### src/rtl/ldl_bin2hot_pipe.sv
// Binary index to one-hot/thermometer decoder behind a valid/ready register stage.
// LDL_BIN2HOT_SKID_EN adds a skid register so x_ready is a flop with no path from y_ready.
module ldl_bin2hot_pipe #(
    parameter int BIN_WIDTH = 4,
    parameter int HOT_WIDTH = (1 << BIN_WIDTH)
) (
    input  logic                 clk,
    input  logic                 rst_n,
    input  logic                 x_valid,
    output logic                 x_ready,
    input  logic [BIN_WIDTH-1:0] x,
    input  logic                 therm,
    output logic                 y_valid,
    input  logic                 y_ready,
    output logic [HOT_WIDTH-1:0] y,
    output logic                 y_err
);

    localparam logic [BIN_WIDTH:0] HOT_LIM = (BIN_WIDTH + 1)'(HOT_WIDTH);

    logic [HOT_WIDTH-1:0] dec_y;
    logic                 dec_err;
    logic                 in_fire;

    always_comb begin
        dec_err = ({1'b0, x} >= HOT_LIM);
        dec_y   = '0;
        for (int j = 0; j < HOT_WIDTH; j++) begin
            if (therm) dec_y[j] = (BIN_WIDTH'(j) <= x);
            else       dec_y[j] = (BIN_WIDTH'(j) == x);
        end
        if (dec_err) dec_y = '0;
    end

`ifdef LDL_BIN2HOT_SKID_EN

    logic                 rdy_q;
    logic                 s_valid;
    logic [HOT_WIDTH-1:0] s_y;
    logic                 s_err;
    logic                 out_open;

    assign x_ready  = rdy_q;
    assign in_fire  = x_valid && rdy_q;
    assign out_open = !y_valid || y_ready;

    // rdy_q always mirrors !s_valid; a held skid word blocks new input
    always_ff @(posedge clk or negedge rst_n) begin
        if (!rst_n) begin
            rdy_q   <= 1'b1;
            s_valid <= 1'b0;
            s_y     <= '0;
            s_err   <= 1'b0;
            y_valid <= 1'b0;
            y       <= '0;
            y_err   <= 1'b0;
        end else if (out_open) begin
            if (s_valid) begin
                y       <= s_y;
                y_err   <= s_err;
                y_valid <= 1'b1;
                s_valid <= 1'b0;
                rdy_q   <= 1'b1;
            end else if (in_fire) begin
                y       <= dec_y;
                y_err   <= dec_err;
                y_valid <= 1'b1;
            end else begin
                y_valid <= 1'b0;
            end
        end else if (in_fire) begin
            s_y     <= dec_y;
            s_err   <= dec_err;
            s_valid <= 1'b1;
            rdy_q   <= 1'b0;
        end
    end

`else

    assign x_ready = !y_valid || y_ready;
    assign in_fire = x_valid && x_ready;

    always_ff @(posedge clk or negedge rst_n) begin
        if (!rst_n) begin
            y_valid <= 1'b0;
            y       <= '0;
            y_err   <= 1'b0;
        end else if (in_fire) begin
            y       <= dec_y;
            y_err   <= dec_err;
            y_valid <= 1'b1;
        end else if (y_ready) begin
            y_valid <= 1'b0;
        end
    end

`endif

endmodule

### config.mk
export PLATFORM = sky130hd
export DESIGN_NAME = ldl_bin2hot_pipe
export DESIGN_NICKNAME = d
export VERILOG_FILES = /design/src/rtl/ldl_bin2hot_pipe.sv
export SDC_FILE = /design/constraint.sdc
export NUM_CORES = 1
export LEC_CHECK = 0
export ABC_AREA = 1
export BUFFER_PORTS_ARGS = -buffer_cell sky130_fd_sc_hd__buf_2
export CORE_ASPECT_RATIO = 1.2
export CORE_UTILIZATION = 24
export DETAILED_ROUTE_END_ITERATION = 10
export GPL_TIMING_DRIVEN = 0
export MAX_ROUTING_LAYER = met4
export SYNTH_ARGS = -nofsm -noshare
export SYNTH_HDL_FRONTEND = slang
export SYNTH_SLANG_ARGS = --single-unit
### constraint.sdc
create_clock -name clk -period 0.9 [get_ports clk]
set_input_delay 0.18 -clock clk [delete_from_list [all_inputs] [get_ports clk]]
set_output_delay 0.18 -clock clk [all_outputs]
set_load 0.01 [all_outputs]
==> summary.md, run 1 <==
| Metric | Value |
|---|---|
| Status | `complete, but fails checks` |
| Failing checks | `negative setup slack` |
| HPWL Detailed | `1550 um` |
| Worst Path Required | `1100 ps` |
| Final ANT Viol Nets | `0` |
| FP Rows | `24` |
| Hold Path Origin | `x_valid` |
| Yosys cell types | `19` |
| Fillers | `428` |
| Sum Neg Setup Slack | `-3550 ps` |
| Asr flop ratio synth | `100%` |
| Share of layout cells above drive strength 1 | `41.3%` |
| Avg WL per Cell | `9.65 um` |
| Final wirelength | `2160 um` |
| Starting density of the core | `25.4%` |
| Initial antenna violation count | `0` |
| Final hold violation count | `0` |
| Reg2Reg Depth | `5` |
| Fmax | `902 MHz` |
| Overflow after GRT | `0` |
| Cell mode on critical path | `buf_6` |
| CP endpoint kind | `flop` |
| Post-synth EDFFs | `0` |
| Max Slew Vio Count | `0` |
| Die Y | `70.3 um` |
| End point of the worst hold path | `y_valid` |
| CP Cell Sequence | `a21oi_4 -> buf_6 -> buf_6 -> nand3_2 -> nand2_2` |
| Period minus WS final | `1110 ps` |
| Register area share after synthesis | `45.6%` |
| Core ar. | `3660 um^2` |
| Worst vdd ir | `0.426 mV` |
| Reg-to-reg endpoint | `y[1]` |
| Root Buffer Master | `clkbuf_8` |
| Avg Inst Size Synth | `7.46 um^2` |
| Primary FF master, synth | `dfrtp_1` |
| Fin cells | `224` |
| Register bit total from synthesis | `17` |
| H-tree lvl count | `1` |
| CTS tree | `built` |
| I/O pin count | `28` |
| CTS Buf Count | `3` |
| Top cells by area, synth | `dfrtp_1 46%, nand2_1 18%, nand3_1 7.5%` |
| R2R setup slack | `-210 ps` |
| Area growth syn-to-layout | `45.0%` |
| Post-synth top cells | `45 x nand2_1, 17 x dfrtp_1, 14 x nand3_1` |
| Syn Inst Count | `125` |
| Routed vias/inst | `4.19` |
| Worst hold path type | `primary input to flop` |
| Vias in the first global route | `858` |
| Largest net degree at the start of global routing | `18` |
| GRT Util Overall | `11.9%` |
| Die outline area | `4140 um^2` |
| Startpoint types | `flop` |
| Ant diodes | `0` |
| CP Class | `flop to flop` |
| Max Cap Violations | `0` |
| Synth top area share | `45.6%` |
| Cell Area, Synth | `932 um^2` |
| First-pass GRT wire length | `3640 um` |
| Final setup violation count | `33` |
| Final worst setup slack | `-208 ps` |
| CP max FO | `5` |
| P_leak | `0.744 nW` |
| Routed via count | `938` |
| Worst path max stage delay | `440 ps` |
| Syn Nets | `134` |
| Pwr dens | `1520 nW/um^2` |
| Clock Path Buffers | `2` |
| Clock sink count | `17` |
| DP Cell Count | `201` |
| Number of port buffers | `24` |
| R2R Path Start | `y_valid` |
| Footprint of the multi-input gates | `437 um^2` |
| Worst-path clk slew | `60 ps` |
| Drt drc | `0` |
| Crit path arrival time | `1300 ps` |
| Nets@finish | `182` |
| Gp weighted congestion | `0.874` |
| Worst-Skew Late Latency | `250 ps` |
| Drt pass-1 iters | `4` |
| Worst Hold Depth | `3` |
| Sequential Area | `427 um^2` |
| YS warnings | `0` |
| Unrepaired setup endpoints after global routing | `true` |
| CP max stage cell | `dfrtp_2` |
| Detailed router's first-iteration violation count | `12` |
| Clock skew | `3.42 ps` |
| Largest area contributor in the netlist | `dfrtp_1` |
| Die Wd | `58.9 um` |
| Final worst-path cycle share | `123%` |
| Most common cell in the netlist | `nand2_1` |
[how the worst max path moves through the flow]
stage | depth (start not counted) | end | start | slack, ps
floorplan | 4 | y[4] | y_valid | -80
global placement | 4 | y[1] | y_valid | -170
detailed placement | 4 | y[1] | y_valid | -180
CTS | 5 | y[1] | y_valid | -180
global route | 5 | y[1] | y_valid | -270
finish | 5 | y[1] | y_valid | -210
[timing repair]
action / CTS / global route
setup buffers: 10 / 7
hold endpoints to repair: 17 / 0
cloned: 1 / 0
hold buffers: 1 / 0
setup endpoints to repair: 33 / 33
pin swaps: 0 / 7
gates resized for setup: 1 / 7
[power by group]
part / switching [mW] / total [mW] / leakage (nW) / internal (mW)
sequential: 0.0465 / 0.903 / 0.212 / 0.857
combinational: 0.307 / 0.596 / 0.510 / 0.289
clock: 0.247 / 0.561 / 0.0228 / 0.314
[flip-flops by register name, summed over array words and instances (netlist names)]
signal / flops
y_valid: 1
y: 16
[through the flow]
stage	utilization, %	total power, mW	area, um^2	hold slack [ps]	worst slack [ps]
after floorplan	-	1.20	946	-116	-79.6
after global placement	30.9	1.37	1130	121	-168
after detailed placement	30.9	1.38	1130	118	-177
after CTS	34.7	2.01	1270	193	-181
after global routing	36.9	2.18	1350	214	-269
final	36.9	2.06	1350	193	-208
[logic make-up (layout without fill, tap and decap cells)]
logic type,after synthesis,after routing,synth area share (%)
other,1,1,0.402
AO/OA/AOI/OAI,10,10,6.98
AND/OR/NAND/NOR,78,78,36.1
buffers and inverters,19,66,10.9
flip-flops,17,17,45.6
[layout by cell type (no fill, tap or decap), drive strengths merged]
cell type / Yosys / final
buf: 6 / 48
nand3: 15 / 15
clkbuf: 0 / 4
o21ai: 5 / 5
dlygate4sd3: 0 / 1
nor2: 15 / 15
nand4: 1 / 1
clkinv: 1 / 1
conb: 1 / 1
a21oi: 5 / 5
inv: 12 / 12
nand2: 47 / 47
dfrtp: 17 / 17
[final cells by class]
class | count | share of cell area, %
buffer | 6 | 3.89
sequential | 17 | 31.6
inverter | 13 | 3.61
clock buffer | 4 | 3.33
tap | 52 | 4.81
timing repair buffer | 43 | 20.5
multi-input combinational | 89 | 32.3
[critical path, delay by kind of cell, from the launching register on]
| kind | cells | cell delay (ps) |
|---|---|---|
| AOI/OAI and AO/OA | 1 | 240 |
| buffers and inverters | 2 | 230 |
| DFF | 1 | 440 |
| and+or+nand+nor | 2 | 140 |
[routing by layer]
| layer | part of all wire (%) | global-route usage [%] | up-vias |
|---|---|---|---|
| li1 | - | - | 479 |
| met1 | 45 | 14.5 | 431 |
| met2 | 49 | 18.4 | 21 |
| met3 | 3.2 | 2.22 | 7 |
| met4 | 2.9 | 6.35 | 0 |
| met5 | 0 | - | - |
Note: power is estimated with default switching activity, not from simulation.
==> inputs of run 2 (changes only) <==
CTS_BUF_LIST = sky130_fd_sc_hd__clkbuf_4 sky130_fd_sc_hd__clkbuf_8   (was unset)
==> run 2 against run 1 <==
Against the previous run: the flow still finishes with violations (negative setup slack); global-route usage unchanged; clock power increased by 6.8%; routed wire length increased by 0.23%; power increased by 1.8%; via count increased by 0.21%; flip-flop and latch count unchanged; combinational power about the same; hold slack got worse by 3.3 ps; sequential share of layout area decreased by 0.087 points; worst setup slack got worse by 3.5 ps; cell count unchanged; critical path type unchanged; largest cell class unchanged; highest routed layer unchanged.
==> summary.md, run 2 (synthesized netlist as in run 1, its figures left out) <==
| Metric | Value |
|---|---|
| Max Cap Violations | `0` |
| Clock skew | `0.789 ps` |
| Final ANT Viol Nets | `0` |
| Vias in the first global route | `858` |
| Ant diodes | `0` |
| Initial antenna violation count | `0` |
| Hold Path Origin | `x_valid` |
| Pwr dens | `1550 nW/um^2` |
| CP Class | `flop to flop` |
| Number of port buffers | `24` |
| Max Slew Vio Count | `0` |
| Avg WL per Cell | `9.67 um` |
| Die Y | `70.3 um` |
| Share of layout cells above drive strength 1 | `41.9%` |
| CP max FO | `5` |
| Largest net degree at the start of global routing | `18` |
| Met1 GRT Util | `14.5%` |
| Met2 Usage GRT | `18.4%` |
| CP max stage cell | `dfrtp_2` |
| Clock Path Buffers | `2` |
| Worst Hold Depth | `3` |
| R2R Path Start | `y_valid` |
| Most frequent cells in the layout | `43 x nand2_1, 24 x buf_2, 19 x buf_4` |
| Worst-Skew Late Latency | `250 ps` |
| First-pass GRT wire length | `3640 um` |
| HPWL Detailed | `1550 um` |
| Sum Neg Setup Slack | `-3610 ps` |
| Gp weighted congestion | `0.874` |
| Worst vdd ir | `0.435 mV` |
| Total Power | `2.10 mW` |
| Routed vias/inst | `4.20` |
| H-tree lvl count | `1` |
| P_leak | `0.747 nW` |
| Startpoint types | `flop` |
| Detailed router's first-iteration violation count | `13` |
| Overflow after GRT | `0` |
| Die Wd | `58.9 um` |
| GRT Util Overall | `11.9%` |
| End point of the worst hold path | `y_valid` |
| Max reg flops | `16` |
| Reg-to-reg endpoint | `y[1]` |
| Starting density of the core | `25.4%` |
| Crit path arrival time | `1310 ps` |
| Final hold violation count | `0` |
| Largest regs | `y: 16 flops, y_valid: 1 flops` |
| Fmax | `900 MHz` |
| Core ar. | `3660 um^2` |
| Drt drc | `0` |
| Reg with most FFs | `y` |
| Status | `complete, but fails checks` |
| CTS tree | `built` |
| CP Cell Sequence | `a21oi_4 -> buf_6 -> buf_6 -> nand3_2 -> nand2_2` |
| Unrepaired setup endpoints after global routing | `true` |
| Final wirelength | `2170 um` |
| Final worst setup slack | `-212 ps` |
| Final core occ | `37.0%` |
| Final setup violation count | `33` |
| Final worst-path cycle share | `124%` |
| Nets@finish | `182` |
| Clock sink count | `17` |
| Worst Path Required | `1100 ps` |
| Cell mode on critical path | `buf_6` |
| Die outline area | `4140 um^2` |
| Crit path max-delay family | `flip-flops` |
| FP Rows | `24` |
| Period minus WS final | `1110 ps` |
| Gr busiest metal | `met2` |
| Crit path buf inv count | `2` |
| Routed via count | `940` |
| CP endpoint kind | `flop` |
| GR Layer Usage met3 | `2.22%` |
| Drt pass-1 iters | `4` |
| R2R setup slack | `-210 ps` |
| Worst path max stage delay | `440 ps` |
| Reg2Reg Depth | `5` |
| I/O pin count | `28` |
| Root Buffer Master | `clkbuf_8` |
| Commonest non-fill, non-tap cell in the layout | `nand2_1` |
| Worst-path clk slew | `60 ps` |
| Worst hold path type | `primary input to flop` |
| CTS Buf Count | `3` |
| Area growth syn-to-layout | `45.4%` |
| Hold slack | `190 ps` |
| Failing checks | `negative setup slack` |
run 2: worst register-to-register path: stages, from the launching register on:
cell and delay [ps]:
dfrtp_2 440, a21oi_4 240, buf_6 130, buf_6 100
nand3_2 80, nand2_2 60
run 2: power breakdown:
group          internal, mW  total (mW)  switching (mW)
Clock                 0.344       0.599           0.255
Combinational         0.289       0.595           0.306
Sequential            0.856       0.903          0.0465
Total                  1.49        2.10           0.608
run 2: worst max-delay path by stage:
stage	startpoint	endpoint	slack (ps)	depth (start not counted)
2_1_floorplan	y_valid	y[4]	-80	4
3_5_place_dp	y_valid	y[1]	-180	4
4_1_cts	y_valid	y[1]	-180	5
6_report	y_valid	y[1]	-210	5
5_1_grt	y_valid	y[1]	-270	5
3_3_place_gp	y_valid	y[1]	-170	4
run 2: what timing repair did:
action / 4_1_cts / 5_1_grt
setup buffers: 10 / 7
pin swaps: 0 / 7
setup endpoints to repair: 33 / 33
gates resized for setup: 1 / 7
hold buffers: 1 / 0
gates cloned: 1 / 0
endpoints found under the hold margin: 17 / 0
run 2: cell type report:
type / instances / area, um^2
Fill cell: 426 / 2310
Multi-Input combinational cell: 89 / 437
Sequential cell: 17 / 427
Timing Repair Buffer: 43 / 277
Tap cell: 52 / 65.1
Buffer: 6 / 52.6
Clock buffer: 4 / 48.8
Inverter: 13 / 48.8
run 2: metrics by stage:
stage	setup WS [ps]	cell area, um^2	std cells
finish	-212	1360	224
global route	-272	1360	224
CTS	-182	1280	217
detailed placement	-177	1130	201
global placement	-168	1130	201
floorplan	-79.6	946	125
run 2: per-layer routing:
metal | share of wire (%) | wire, um
met5 | 0 | 0
met4 | 2.9 | 63
met3 | 4.0 | 86
met2 | 49 | 1060
met1 | 44 | 955
==> inputs of run 3 (changes only) <==
CTS_BUF_LIST = unset   (was sky130_fd_sc_hd__clkbuf_4 sky130_fd_sc_hd__clkbuf_8)
PLACE_DENSITY = 0.48   (was unset)
RECOVER_POWER = 100   (was unset)
==> run 3 against run 2 <==
Against the previous run: the run still ends with negative setup slack left; utilization rose by 0.14 points; non-clock buffer count fell by 1; die area did not move; critical path depth fell by 3; clock skew rose by 4.6 ps; flip-flop and latch count did not move; critical endpoint is now x_ready; largest power group unchanged.
==> summary.md, run 3 (synthesized netlist as in run 1, its figures left out) <==
| Metric | Value |
|---|---|
| Largest net degree at the start of global routing | `18` |
| Worst path max stage delay | `440 ps` |
| Worst Hold Depth | `3` |
| Nets@finish | `181` |
| Worst-Skew Late Latency | `250 ps` |
| Final core occ | `37.1%` |
| Gp weighted congestion | `0.846` |
| Finished Cell Area | `1360 um^2` |
| Fillers | `429` |
| Sum Neg Setup Slack | `-2700 ps` |
| Crit path buf inv count | `1` |
| GRT Util Overall | `12.3%` |
| CP max stage cell | `dfrtp_2` |
| Status | `complete, but fails checks` |
| Reg2Reg Depth | `4` |
| Clock Path Buffers | `2` |
| Drt pass-1 iters | `4` |
| DP Area | `1130 um^2` |
| Worst Path Required | `720 ps` |
| Ant diodes | `0` |
| Period minus WS final | `1090 ps` |
| Die Y | `70.3 um` |
| CP Cell Sequence | `nand2_4 -> buf_6` |
| Starting density of the core | `25.4%` |
| Fmax | `921 MHz` |
| Root Buffer Master | `clkbuf_8` |
| Area growth syn-to-layout | `45.9%` |
| Sequential Area | `427 um^2` |
| Worst hold path type | `primary input to flop` |
| CTS tree | `built` |
| Die outline area | `4140 um^2` |
| Overflow after GRT | `0` |
| Worst vdd ir | `0.458 mV` |
| Failing checks | `negative setup slack` |
| Final setup violation count | `33` |
| CP max FO | `3` |
| Commonest non-fill, non-tap cell in the layout | `nand2_1` |
| CP endpoint kind | `output port` |
| Detailed router's first-iteration violation count | `29` |
| Drt drc | `0` |
| Final worst setup slack | `-186 ps` |
| Max Cap Violations | `0` |
| Avg WL per Cell | `9.80 um` |
| Most frequent cells in the layout | `44 x nand2_1, 21 x buf_2, 20 x buf_4` |
| Share of layout cells above drive strength 1 | `42.1%` |
| Total Power | `2.09 mW` |
| Fin cells | `223` |
| Worst-path clk slew | `70 ps` |
| Routed via count | `921` |
| CP Class | `flop to output port` |
| H-tree lvl count | `1` |
| DP Cell Count | `201` |
| P_leak | `0.744 nW` |
| Final worst-path cycle share | `121%` |
| Crit path arrival time | `910 ps` |
| Reg with most FFs | `y` |
| HPWL Detailed | `1640 um` |
| Clock sink count | `17` |
| R2R setup slack | `-140 ps` |
| Die Wd | `58.9 um` |
| Max reg flops | `16` |
| Final ANT Viol Nets | `0` |
| Clock skew | `5.37 ps` |
| Reg-to-reg endpoint | `y[2]` |
| Crit path depth | `2` |
| Startpoint types | `flop` |
| R2R Path Start | `y_valid` |
| Largest regs | `y: 16 flops, y_valid: 1 flops` |
| Initial antenna violation count | `0` |
| Crit path launch | `y_valid` |
| Core ar. | `3660 um^2` |
| CTS Buf Count | `3` |
| Number of port buffers | `24` |
| I/O pin count | `28` |
| Routed vias/inst | `4.13` |
| First-pass GRT wire length | `3820 um` |
| Vias in the first global route | `905` |
| Max Slew Vio Count | `0` |
| Pwr dens | `1540 nW/um^2` |
| Crit path max-delay family | `flip-flops` |
| Final hold violation count | `0` |
| FP Rows | `24` |
| Footprint of the multi-input gates | `448 um^2` |
| Unrepaired setup endpoints after global routing | `true` |
| Crit path to | `x_ready` |
| Final wirelength | `2190 um` |
[run 3: worst min path at each step]
stage                       start  slack, ps      end
after detailed placement    rst_n        130    y[15]
final                     x_valid        190  y_valid
after floorplan             rst_n       -120     y[0]
after global routing      x_valid        220  y_valid
after global placement      rst_n        120    y[15]
after CTS                 x_valid        190  y_valid
[run 3: layout make-up]
cell class	instances	area share [%]
multi-input combinational	89	32.9
sequential	17	31.4
timing repair buffer	42	20.1
tap	52	4.78
buffer	6	3.86
inverter	13	3.59
clock buffer	4	3.31
[run 3: layer usage]
layer / up-vias / global-route usage [%] / part of all wire, %
met2: 24 / 20.8 / 52
met1: 417 / 14.3 / 42
met4: 0 / 5.56 / 1.7
met5: - / - / 0
met3: 4 / 1.11 / 4.1
li1: 476 / - / -
[run 3: tightest hold or removal path: cells and delay by family]
kind / cells / cell delay, ps
simple gates: 1 / 60
buf+inv: 2 / 180
[run 3: what timing repair did]
item / in CTS / in global routing
pin swaps: 2 / 0
hold buffers: 1 / 0
hold endpoints to repair: 17 / 0
gates resized for setup: 8 / 3
setup endpoints to repair: 33 / 33
setup buffers: 12 / 5
gates cloned: 0 / 0
[run 3: stage by stage]
stage	worst slack [ps]	hold WS, ps
final	-186	192
after global routing	-214	223
after CTS	-187	188
after detailed placement	-154	130
after global placement	-161	119
after floorplan	-79.6	-116
[run 3: where the power goes]
group | internal [mW] | switching [mW]
registers | 0.856 | 0.0494
clock network | 0.314 | 0.252
logic | 0.304 | 0.313
